$ cat src/rtl/scrypt_pad_pkg.sv
// Shared types and helpers for the scrypt scratchpad sequencer.
// Entry/beat addresses are built by one function so fill and mix paths agree on layout.
package scrypt_pad_pkg;

    typedef enum logic [1:0] {
        IDLE  = 2'd0,
        FILL  = 2'd1,
        MIX   = 2'd2,
        FLUSH = 2'd3
    } pad_state_t;

    localparam int BEATS    = 4;
    localparam int BEATBITS = 2;
    localparam int MAXIDX   = 30;

    // Callers zero-extend the entry into MAXIDX bits and truncate the result to their address width.
    function automatic logic [MAXIDX+BEATBITS-1:0] pad_addr(
        input logic [MAXIDX-1:0]   entry,
        input logic [BEATBITS-1:0] beat
    );
        return {entry, beat};
    endfunction

endpackage

$ cat src/rtl/scratchpad_ctrl.sv
// Scratchpad RAM sequencer: streams fill beats into V[] and turns mix index requests
// into four-beat read bursts, generating all RAM address/data/enable signals.
module scratchpad_ctrl
    import scrypt_pad_pkg::*;
#(
    parameter int INDEXBITS = 10
) (
    input  logic                   clock,
    input  logic                   reset_n,
    input  logic                   start,
    input  logic                   wr_valid,
    output logic                   wr_ready,
    input  logic [255:0]           wr_data,
    input  logic                   rq_valid,
    output logic                   rq_ready,
    input  logic [INDEXBITS-1:0]   rq_index,
    output logic                   rd_valid,
    output logic [255:0]           rd_data,
    output logic                   rd_last,
    output logic                   done,
    output logic                   busy,
    output logic [INDEXBITS+1:0]   ram_waddr,
    output logic [255:0]           ram_data,
    output logic                   ram_wren,
    output logic [INDEXBITS+1:0]   ram_raddr,
    input  logic [255:0]           ram_q
);

    localparam int ADDRBITS = INDEXBITS + BEATBITS;
    localparam logic [BEATBITS-1:0] LAST_BEAT = BEATBITS'(BEATS - 1);

    pad_state_t             state_reg;
    logic [INDEXBITS-1:0]   entry_reg;
    logic [BEATBITS-1:0]    beat_reg;
    logic [INDEXBITS-1:0]   j_reg;
    logic [BEATBITS-1:0]    rbeat_reg;
    logic [INDEXBITS:0]     mix_cnt_reg;
    logic                   issue_reg;
    logic                   rd_valid_reg;
    logic                   rd_last_reg;
    logic                   done_reg;
    logic                   wren_reg;
    logic [255:0]           data_reg;
    logic [ADDRBITS-1:0]    raddr_reg;

    logic wr_fire;
    logic rq_fire;
    logic last_issue;
    logic fill_last;
    logic mix_full;

    assign last_issue = issue_reg && (rbeat_reg == LAST_BEAT);
    // mix_cnt counts to exactly N = 2**INDEXBITS, so its MSB alone flags the final request.
    assign mix_full   = mix_cnt_reg[INDEXBITS];

    assign wr_ready  = (state_reg == FILL);
    assign rq_ready  = (state_reg == MIX) && !mix_full && (!issue_reg || last_issue);
    assign wr_fire   = wr_valid && wr_ready;
    assign rq_fire   = rq_valid && rq_ready;
    assign fill_last = wr_fire && (beat_reg == LAST_BEAT) && (&entry_reg);

    // The RAM registers this address internally, so it leads the registered data/wren by a cycle.
    assign ram_waddr = ADDRBITS'(pad_addr(MAXIDX'(entry_reg), beat_reg));
    assign ram_data  = data_reg;
    assign ram_wren  = wren_reg;
    assign ram_raddr = raddr_reg;

    assign rd_valid = rd_valid_reg;
    assign rd_data  = ram_q;
    assign rd_last  = rd_last_reg;
    assign done     = done_reg;
    assign busy     = (state_reg != IDLE);

    always_ff @(posedge clock or negedge reset_n) begin
        if (!reset_n) begin
            state_reg    <= IDLE;
            entry_reg    <= '0;
            beat_reg     <= '0;
            j_reg        <= '0;
            rbeat_reg    <= '0;
            mix_cnt_reg  <= '0;
            issue_reg    <= 1'b0;
            rd_valid_reg <= 1'b0;
            rd_last_reg  <= 1'b0;
            done_reg     <= 1'b0;
            wren_reg     <= 1'b0;
            data_reg     <= '0;
            raddr_reg    <= '0;
        end else begin
            wren_reg <= wr_fire;
            if (wr_fire) begin
                data_reg <= wr_data;
                beat_reg <= beat_reg + 1'b1;
                if (beat_reg == LAST_BEAT) begin
                    entry_reg <= entry_reg + 1'b1;
                end
            end

            rd_valid_reg <= issue_reg;
            rd_last_reg  <= last_issue;
            done_reg     <= last_issue && mix_full;

            // A new accept on the last issue cycle restarts the burst with no gap.
            if (rq_fire) begin
                j_reg       <= rq_index;
                rbeat_reg   <= '0;
                issue_reg   <= 1'b1;
                raddr_reg   <= ADDRBITS'(pad_addr(MAXIDX'(rq_index), '0));
                mix_cnt_reg <= mix_cnt_reg + 1'b1;
            end else if (issue_reg) begin
                if (last_issue) begin
                    issue_reg <= 1'b0;
                end else begin
                    rbeat_reg <= rbeat_reg + 1'b1;
                    raddr_reg <= ADDRBITS'(pad_addr(MAXIDX'(j_reg), rbeat_reg + 1'b1));
                end
            end

            case (state_reg)
                IDLE: begin
                    if (start) begin
                        state_reg   <= FILL;
                        entry_reg   <= '0;
                        beat_reg    <= '0;
                        mix_cnt_reg <= '0;
                    end
                end
                FILL: begin
                    if (fill_last) begin
                        state_reg <= MIX;
                    end
                end
                MIX: begin
                    if (last_issue && mix_full) begin
                        state_reg <= FLUSH;
                    end
                end
                FLUSH: begin
                    if (rd_last_reg) begin
                        state_reg <= IDLE;
                    end
                end
                default: state_reg <= IDLE;
            endcase
        end
    end

endmodule
$ cat config.mk
export PLATFORM = sky130hd
export DESIGN_NAME = scratchpad_ctrl
export DESIGN_NICKNAME = d
export VERILOG_FILES = /design/src/rtl/scrypt_pad_pkg.sv /design/src/rtl/scratchpad_ctrl.sv
export SDC_FILE = /design/constraint.sdc
export NUM_CORES = 1
export LEC_CHECK = 0
export CAP_MARGIN = 20
export CORE_AREA = 2 2 418 420
export CTS_CLUSTER_SIZE = 30
export DETAILED_ROUTE_END_ITERATION = 8
export DIE_AREA = 0 0 420 422
export PLACE_DENSITY = 0.3
export SLEW_MARGIN = 0
export SYNTH_ARGS = -nofsm -noshare
export SYNTH_HDL_FRONTEND = slang
export SYNTH_SLANG_ARGS = --single-unit
$ cat constraint.sdc
create_clock -name clock -period 2.2 [get_ports clock]
set_input_delay 0.44 -clock clock [delete_from_list [all_inputs] [get_ports clock]]
set_output_delay 0.44 -clock clock [all_outputs]
set_load 0.05 [all_outputs]
==> reports/metrics.yaml <==
regArea_um2: 7720
drc_errors: 0
critPathKind: "register to primary output"
antenna_found_initial: 6
start_util_pct: 7.91
p_sw_w: 0.00637
ys_types: 32
synthArstFlopShare_pct: 100
hold_class: "input pin to asynchronous set/reset pin"
synth.cell_area_um2: 13700
finalSetupViolations: 0
die_w_um: 420
cts_tree: "done"
top_layer: "met5"
synth_edf_count: 0
finClkSkew_ps: 44.0
comb_power_share_pct: 23.7
cts_root_buffer: "clkbuf_16"
power_frac_clock_pct: 41.6
synth_top_area_share_pct: 56.4
tns_ps: 0
synthFlopType: "dfrtp_1"
dr.pass1.iters: 4
synth_area_leader_cell: "dfrtp_1"
hold_ws_ps: 285
drt_wl_total_mm: 61.0
sequentialPowerShare_pct: 34.7
p_sw_share_pct: 33.8
crit_path_max_fanout: 2
wl_met1_mm: 19.6
cts_made_buffers: 47
wl_met3_mm: 5.65
ys_ff_latch: 308
vias_per_cell: 2.41
finalHoldViolCount: 0
dr.first_iter.drc_count: 306
cpLargestDelayFamily: "buffers and inverters"
clkTransAtPathRegs_ps: 60
critPathRequiredTime_ps: 1760
fin_crit_sh_pct: 95.1
power_density_nw_per_um2: 857
layout.nets: 1896
htree_levels: 2
avgSynthCellArea_um2: 13.7
cts_sinks: 308
maxSlewHeadroom_pct: 57.8
ios: 1070
final_util_pct: 12.7
end_kind: "primary output"
antenna_left: 0
routabilityCongestion: 0.715
crit_arrival_ps: 1650
die_h_um: 422
areaGrowthSynthToFinish_pct: 60.6
clockBufferDepth: 3
syn_inst: 996
grt_pass1_wl_mm: 83.0
wl_per_cell_um: 16.4
leakage_nw: 8.83
coreArea_um2: 173000
gr-total-overflow: 0
wl_met2_mm: 32.7
track_usage_pct: 6.69
cp_slowest_stage_delay_ps: 580
worst_pin_slew_ps: 635
vias: 8960
largest_reg_flops: 256
fin_cells: 3724
clkLatencyLatePin_ps: 640
drive_above_1_share_pct: 34.0
path_cells: "dlygate4sd2_1"
first_global_vias: 9877
grt_max_degree: 58
critPathLaunchType: "register"
dieArea_um2: 177000
slew_viol_final: 0
timing.fmax_ghz: 0.478
dp_hpwl_mm: 48.7
ir_drop_mv: 0.541
place_inst: 3633
fill_cells: 19512
multiInputGateArea_um2: 3900
ys_top_cells_by_area: "dfrtp_1, mux2_2, buf_4"
power_w: 0.0188
syn_nets: 1531
drv_cap: 0
ys_seq_area_share_pct: 56.4
io_buffers: 557
slowest_stage: "dlygate4sd2_1"
intPower_w: 0.0124
path_buf_inv: 1
num_rows: 153
rsz0062_at_grt: "no"
status: "finished, final reports clean"
ys.warnings.count: 0
fin_crit_ps: 2090
[area by class of cell]
type	instances	area share [%]
Timing Repair Buffer	607	26.3
Tap cell	2325	13.2
Clock inverter	17	1.16
Inverter	9	0.154
Antenna cell	1	0.0114
Clock buffer	69	6.23
Sequential cell	308	35.1
Multi-Input combinational cell	388	17.8
[Yosys cell counts (all sizes together), types with 4 or more instances]
| cell type | instances |
|---|---|
| xor2 | 4 |
| dfrtp | 308 |
| inv | 9 |
| nor4 | 5 |
| nand3 | 8 |
| nor3 | 5 |
| mux2i | 4 |
| ha | 8 |
| nand4 | 5 |
| buf | 281 |
| xnor2 | 11 |
| nor2 | 22 |
| clkbuf | 10 |
| mux2 | 278 |
| a21oi | 5 |
| nand2 | 12 |
[cells in the final DEF (no fill, tap or decap), types with 4 or more instances in the layout]
cell type        count
dfrtp_1            301
mux2_2             277
clkdlybuf4s50_1    269
dlygate4sd2_1      233
buf_4               82
clkbuf_16           47
nor2_1              21
buf_12              18
nand2_1             12
xnor2_1             11
clkbuf_8            11
clkbuf_1            11
nand3_1              8
dfrtp_2              7
inv_1                6
nor3_1               5
nor4_1               5
a21oi_1              5
clkinv_2             5
nand4_1              4
mux2i_1              4
xor2_1               4
ha_1                 4
[worst register-to-register path, stage by stage (launching register included)]
cell	delay, ps
dfrtp_2	440
inv_2	90
ha_4	160
nand4_4	110
or4_4	530
a221oi_2	280
mux2_1	350
[kinds of logic after synthesis]
logic type               synth area share [%]
adder cells (fa/ha/maj)                 0.732
buffers and inverters                    15.5
XOR/XNOR                                0.961
multiplexers                             23.2
AND/OR/NAND/NOR                          2.79
flip-flops                               56.4
AO/OA/AOI/OAI                           0.467
[power groups by stage]
stage,logic [W],registers [W],clock network [W]
2_1_floorplan,0.00198,0.00850,0
3_3_place_gp,0.00485,0.00664,0
3_5_place_dp,0.00486,0.00665,0
4_1_cts,0.00457,0.00654,0.00836
5_1_grt,0.00467,0.00661,0.00858
6_report,0.00446,0.00653,0.00783
[path summary, 6_finish.rpt]
| path | slack [ps] | startpoint | endpoint | cells past startpoint |
|---|---|---|---|---|
| min in group clock | 380 | wr_data[70] | ram_data[70] | 2 |
| max in group asynchronous | 1080 | reset_n | ram_data[35] | 3 |
| hold / removal | 280 | reset_n | ram_data[199] | 2 |
| setup reg to reg | 130 | state_reg[1] | state_reg[1] | 6 |
| hold reg to reg | 440 | issue_reg | rd_valid | 0 |
| setup / recovery | 110 | ram_data[75] | ram_data[75] | 1 |
[metal layers]
metal  up-vias  global-route usage, %
met2       357                   12.0
li1       3848                      -
met1      4565                   6.42
met4         4                   3.30
met5         -                      0
met3       186                   2.99
[stage by stage]
step                      setup slack [ps]  cell area (um2)
final                                  108            22000
after global routing                  12.6            22000
after CTS                             -117            21900
after detailed placement              -149            20500
after global placement                -230            20500
after floorplan                       5.22            13700
[what timing repair did]
action                                  4_1_cts  5_1_grt
endpoints found under the hold margin        34        0
gates resized for setup                     243       13
pin swaps                                     1        1
buffers inserted                              1        3
endpoints found under the setup margin      237        4
hold buffers                                  1        0
Power figures use the tool's default switching activity.
==> variant 1 (same flow settings) <==
Make the reset (`reset_n`) synchronous in one clocked block.
--- a/src/rtl/scratchpad_ctrl.sv
+++ b/src/rtl/scratchpad_ctrl.sv
@@ -72,5 +72,5 @@
     assign busy     = (state_reg != IDLE);
 
-    always_ff @(posedge clock or negedge reset_n) begin
+    always_ff @(posedge clock) begin
         if (!reset_n) begin
             state_reg    <= IDLE;
Function: differs if reset_n is asserted again (counterexample within 4 cycles, from zero or initial values and one cycle with reset_n low); with reset_n held inactive, the same outputs for 4 cycles.
==> variant 1 against the original RTL <==
  * Area after synthesis down 6.9%
  * Sequential cell count unchanged
  * Sequential share of layout area is 5.7 points lower
  * Routed wire length grew 43%
  * Setup slack improved by 0.022 ns
  * Total power is 17% higher
  * Count of clock-buffer cells in the layout shrank 3
  * Largest cell class unchanged
  * Design area is 4.4% lower
  * Maximum frequency rose by 1.1%
  * Via count is 33% higher
==> variant 1: results (changes against the original RTL) <==
* ClkCell Share at 0.0755 (+0.00158)
* Routed via count at 11938 (+33%)
* Nonclk buf count at 637 (+4.9%)
* First-pass GRT wire length at 114000 um (+37%)
* Outcome: completed
* Layout cells sized above 1 at 0.142 (-0.199)
* WL met1 at 36500 um (+86%)
* Max incr delay on CP at 0.56 ns (-0.02 ns)
* Overall routing resource usage at 0.0950 (+0.0281)
* Leak pwr at 7.85 nW (-11%)
* Final net count at 2486 (+31%)
* Placer Congestion at 0.760 (+6.2%)
* Peak supply drop at 508 uV (-6.2%)
* Depth of the worst register-to-register path at 7 (+1)
* Critical Path AT at 1.63 ns (-0.02 ns)
* Pin count of the biggest net entering global routing at 83 (+43%)
* Multi-input gates at 951 (+150%)
* Non-CTS inverters at 7 (-2)
* Met1 usage at 0.115 (+0.0510)
* DR pass1 iterations at 5 (+1)
* Synth unique cells at 34 (+6.3%)
* Met3 usage in global routing at 0.0471 (+0.0172)
* Worst-path fanout max at 5 (+3)
* Routing usage on met2 at 0.140 (+0.0194)
* Initial antenna violation count at 24 (+18)
* Total wire length at 86900 um (+43%)
* Top post-synthesis cells by count: nand2_1, dfxtp_1, a21oi_1
* FILL cells at 19950 (+2.2%)
* Worst Skew at 0.0113 ns (-0.0327 ns)
* Ranking of synthesized cells by area: dfxtp_1, nand2_1, buf_4
* DRT iter0 DRCs at 527 (+72%)
## variant 1: changes by cell type in the layout (fill, tap and decap cells not counted), moves of 85 or more
cell and change:
buf_4 +85, mux2_2 -277, dfxtp_1 +304, dfrtp_1 -301, a21oi_1 +272, nand2_1 +557
## variant 1: path summary, 6_finish.rpt
| path | startpoint | to | slack [ns] |
|---|---|---|---|
| worst min register to register | ram_data[23] | ram_data[23] | 0.45 |
| worst min-delay path | wr_data[198] | ram_data[198] | 0.35 |
| worst max register to register | state_reg[1] | ram_data[182] | 0.40 |
| worst max-delay path | entry_reg[7] | ram_waddr[9] | 0.13 |
## variant 1: what timing repair did
item / in CTS / in global routing
pin swaps: 0 / 1
resized for setup: 191 / 4
setup endpoints to repair: 177 / 1
setup buffers: 1 / 4
## variant 1: cells by family (layout without fill, tap and decap cells)
family	after synthesis	in the layout	synth area share
AND/OR/NAND/NOR	631	631	0.194
other	0	1	0
multiplexers	1	1	0.000786
adder cells (fa/ha/maj)	8	8	0.00786
XOR/XNOR	15	15	0.0103
buffers and inverters	359	725	0.183
flip-flops	308	308	0.484
AO/OA/AOI/OAI	296	296	0.119
## variant 1: per-stage QoR
step | std cells | hold WS (ns) | total power, W | setup slack (ns) | area, sq um
floorplan | 1618 | 0.437 | 0.0121 | 0.0326 | 12700
global placement | 4224 | 0.442 | 0.0147 | 0.0146 | 19500
detailed placement | 4224 | 0.445 | 0.0146 | 0.0616 | 19500
CTS | 4306 | 0.252 | 0.0227 | -0.0729 | 20900
global route | 4309 | 0.306 | 0.0233 | 0.0105 | 21000
finish | 4310 | 0.350 | 0.0220 | 0.130 | 21000
## variant 1: report_power, final
part	switching, W	total, W	internal [W]
logic	0.00512	0.00736	0.00224
registers	0.000430	0.00672	0.00629
clock network	0.00313	0.00796	0.00483
total	0.00868	0.0220	0.0134
==> variant 2 (config.mk and constraints unchanged) <==
Without the edit above. The parameter `INDEXBITS` goes from 10 to 9.
--- a/src/rtl/scratchpad_ctrl.sv
+++ b/src/rtl/scratchpad_ctrl.sv
@@ -4,5 +4,5 @@
     import scrypt_pad_pkg::*;
 #(
-    parameter int INDEXBITS = 10
+    parameter int INDEXBITS = 9
 ) (
     input  logic                   clock,
Interface: changed (resized ram_raddr, ram_waddr and rq_index); port bits go from 1070 to 1067. No check against the original RTL was run, so the function may have changed too.
==> variant 2 against the original RTL <==
  * Setup slack got worse by 0.057 ns
  * Clock skew fell by 0.022 ns
  * Non-clock buffer count decreased by 2
  * Clock power fell by 2.6%
  * Combinational power fell by 0.9%
  * Routed wire length is 4.0% lower
  * Sequential power decreased by 1%
  * Maximum frequency decreased by 2.7%
  * Total power shrank 1.7%
  * Area after synthesis fell by 0.81%
  * Sequential cell count is 4 lower
  * Core utilization is 0.14 points lower
  * Critical path depth rose by 3
  * Design area decreased by 1.1%
  * Critical path type unchanged
  * Highest routed layer unchanged
==> variant 2: results (changes against the original RTL) <==
* WL met3 at 5460 um (-3.2%)
* Post-Syn Nets at 1543 (+0.78%)
* # Post-CTS Setup Buffers at 0 (-1)
* HPWL Detailed at 47000 um (-3.5%)
* DP Worst Slack at 0.0667 ns (+0.216 ns)
* Final net count at 1904 (+0.42%)
* Worst flop-to-flop path startpoint: entry_reg[4]
* Depth of the worst register-to-register path at 7 (+1)
* Total wire length at 58500 um (-4.0%)
* Ranking of synthesized cells by area: dfrtp_1, mux2_1, buf_4
* Vias in the first global route at 9909 (+0.32%)
* Mean Syn Cell Area at 13.5 sq um (-2.0%)
* Layout cells sized above 1 at 0.181 (-0.160)
* Initial antenna violation count at 12 (+6)
* Worst hold path type: input pin to register
* Met2 WL at 29500 um (-10%)
* Clock slew at reported path FFs at 0.06 ns (about the same)
* Total CTS buffers at 46 (-2.1%)
* Post-CTS resize count at 236 (-2.9%)
* Psw at 0.00622 W (-2.3%)
* Placer Congestion at 0.716 (about the same)
* Hold endpoint: j_reg[4]
* Crit-path slowest cell: dfrtp_1
* Post-DR wirelength/cell at 15.7 um (-4.2%)
* Leak pwr at 8.70 nW (-1.5%)
* DP Cell Count at 3640 (+0.19%)
* Met3 usage in global routing at 0.0295 (-0.000403)
* WL met1 at 21900 um (+12%)
* Worst hold margin at 0.408 ns (+0.123 ns)
* Buffers on Ports at 554 (-0.54%)
* Reg area at 7610 sq um (-1.4%)
* Pin count of the biggest net entering global routing at 50 (-14%)
* Routing usage on met2 at 0.109 (-0.0115)
* Peak supply drop at 563 uV (+4.0%)
* Top post-synthesis cells by count: dfrtp_1, buf_4, mux2_1
* Post-synthesis sequential area ratio at 0.561 (-0.00275)
* Flop2flop setup slack at 0.27 ns (+0.14 ns)
* Routed via count at 8946 (-0.16%)
* Placed Area at 20300 sq um (-0.89%)
* Critical Path AT at 1.71 ns (+0.06 ns)
* Outcome: completed
* First-pass GRT wire length at 79900 um (-3.8%)
* DRT iter0 DRCs at 234 (-24%)
* Synth unique cells at 37 (+16%)
* FILL cells at 19572 (+0.31%)
* Worst-skew pair later-pin latency at 0.60 ns (-0.04 ns)
* Met1 usage at 0.0694 (+0.00515)
* DR pass1 iterations at 4 (unchanged)
* Worst-path fanout max at 5 (+3)
* Slew margin rel. at 0.562 (-0.0168)
* Worst Skew at 0.0221 ns (-0.0219 ns)
* Max incr delay on CP at 0.43 ns (-0.15 ns)
* Worst path top cell family by delay: flip-flops
* Overall routing resource usage at 0.0636 (-0.00331)
variant 2: cell count changes in the layout (fill, tap and decap cells not counted), sizes merged, moves of 6 or more:
cell         unedited run  this run
buf                   103       109
mux2i                   4        11
nand2                  12        42
o21ai                   2        12
mux2                  278       257
dlygate4sd2           233       227
variant 2: power groups by stage:
stage	logic, W	registers, W	clock network, W
after CTS	0.00454	0.00646	0.00811
final	0.00442	0.00644	0.00763
after floorplan	0.00188	0.00840	0
after global placement	0.00480	0.00656	0
after detailed placement	0.00481	0.00657	0
after global routing	0.00466	0.00652	0.00828
variant 2: layout make-up:
| class | count | area share |
|---|---|---|
| antenna | 2 | 0.000231 |
| timing repair buffer | 605 | 0.265 |
| sequential | 304 | 0.350 |
| multi-input combinational | 406 | 0.178 |
| clock buffer | 66 | 0.0611 |
| inverter | 6 | 0.00104 |
| tap | 2325 | 0.134 |
| clock inverter | 18 | 0.0105 |
variant 2: how the worst max path moves through the flow:
stage | to | startpoint | depth (start not counted) | slack, ns
3_3_place_gp | state_reg[1] | entry_reg[0] | 8 | 0.10
6_report | rq_ready | rbeat_reg[0] | 4 | 0.05
4_1_cts | rq_ready | rbeat_reg[0] | 4 | -0.11
5_1_grt | rq_ready | rbeat_reg[0] | 4 | -0.06
3_5_place_dp | ram_data[73] | wr_valid | 5 | 0.07
2_1_floorplan | ram_data[100] | state_reg[1] | 7 | 0.04
variant 2: tightest hold or removal path, cell delays in order:
cell	delay, ns
clkdlybuf4s50_1	0.40
nand2_1	0.07
nand2_1	0.05
variant 2: cell families after synthesis:
family	count (synthesis)	share of synthesized area
flops	304	0.561
buf+inv	298	0.158
mux	268	0.222
simple gates	93	0.0327
compound gates	23	0.00978
xor+xnor	13	0.00840
fa+ha+maj	9	0.00830
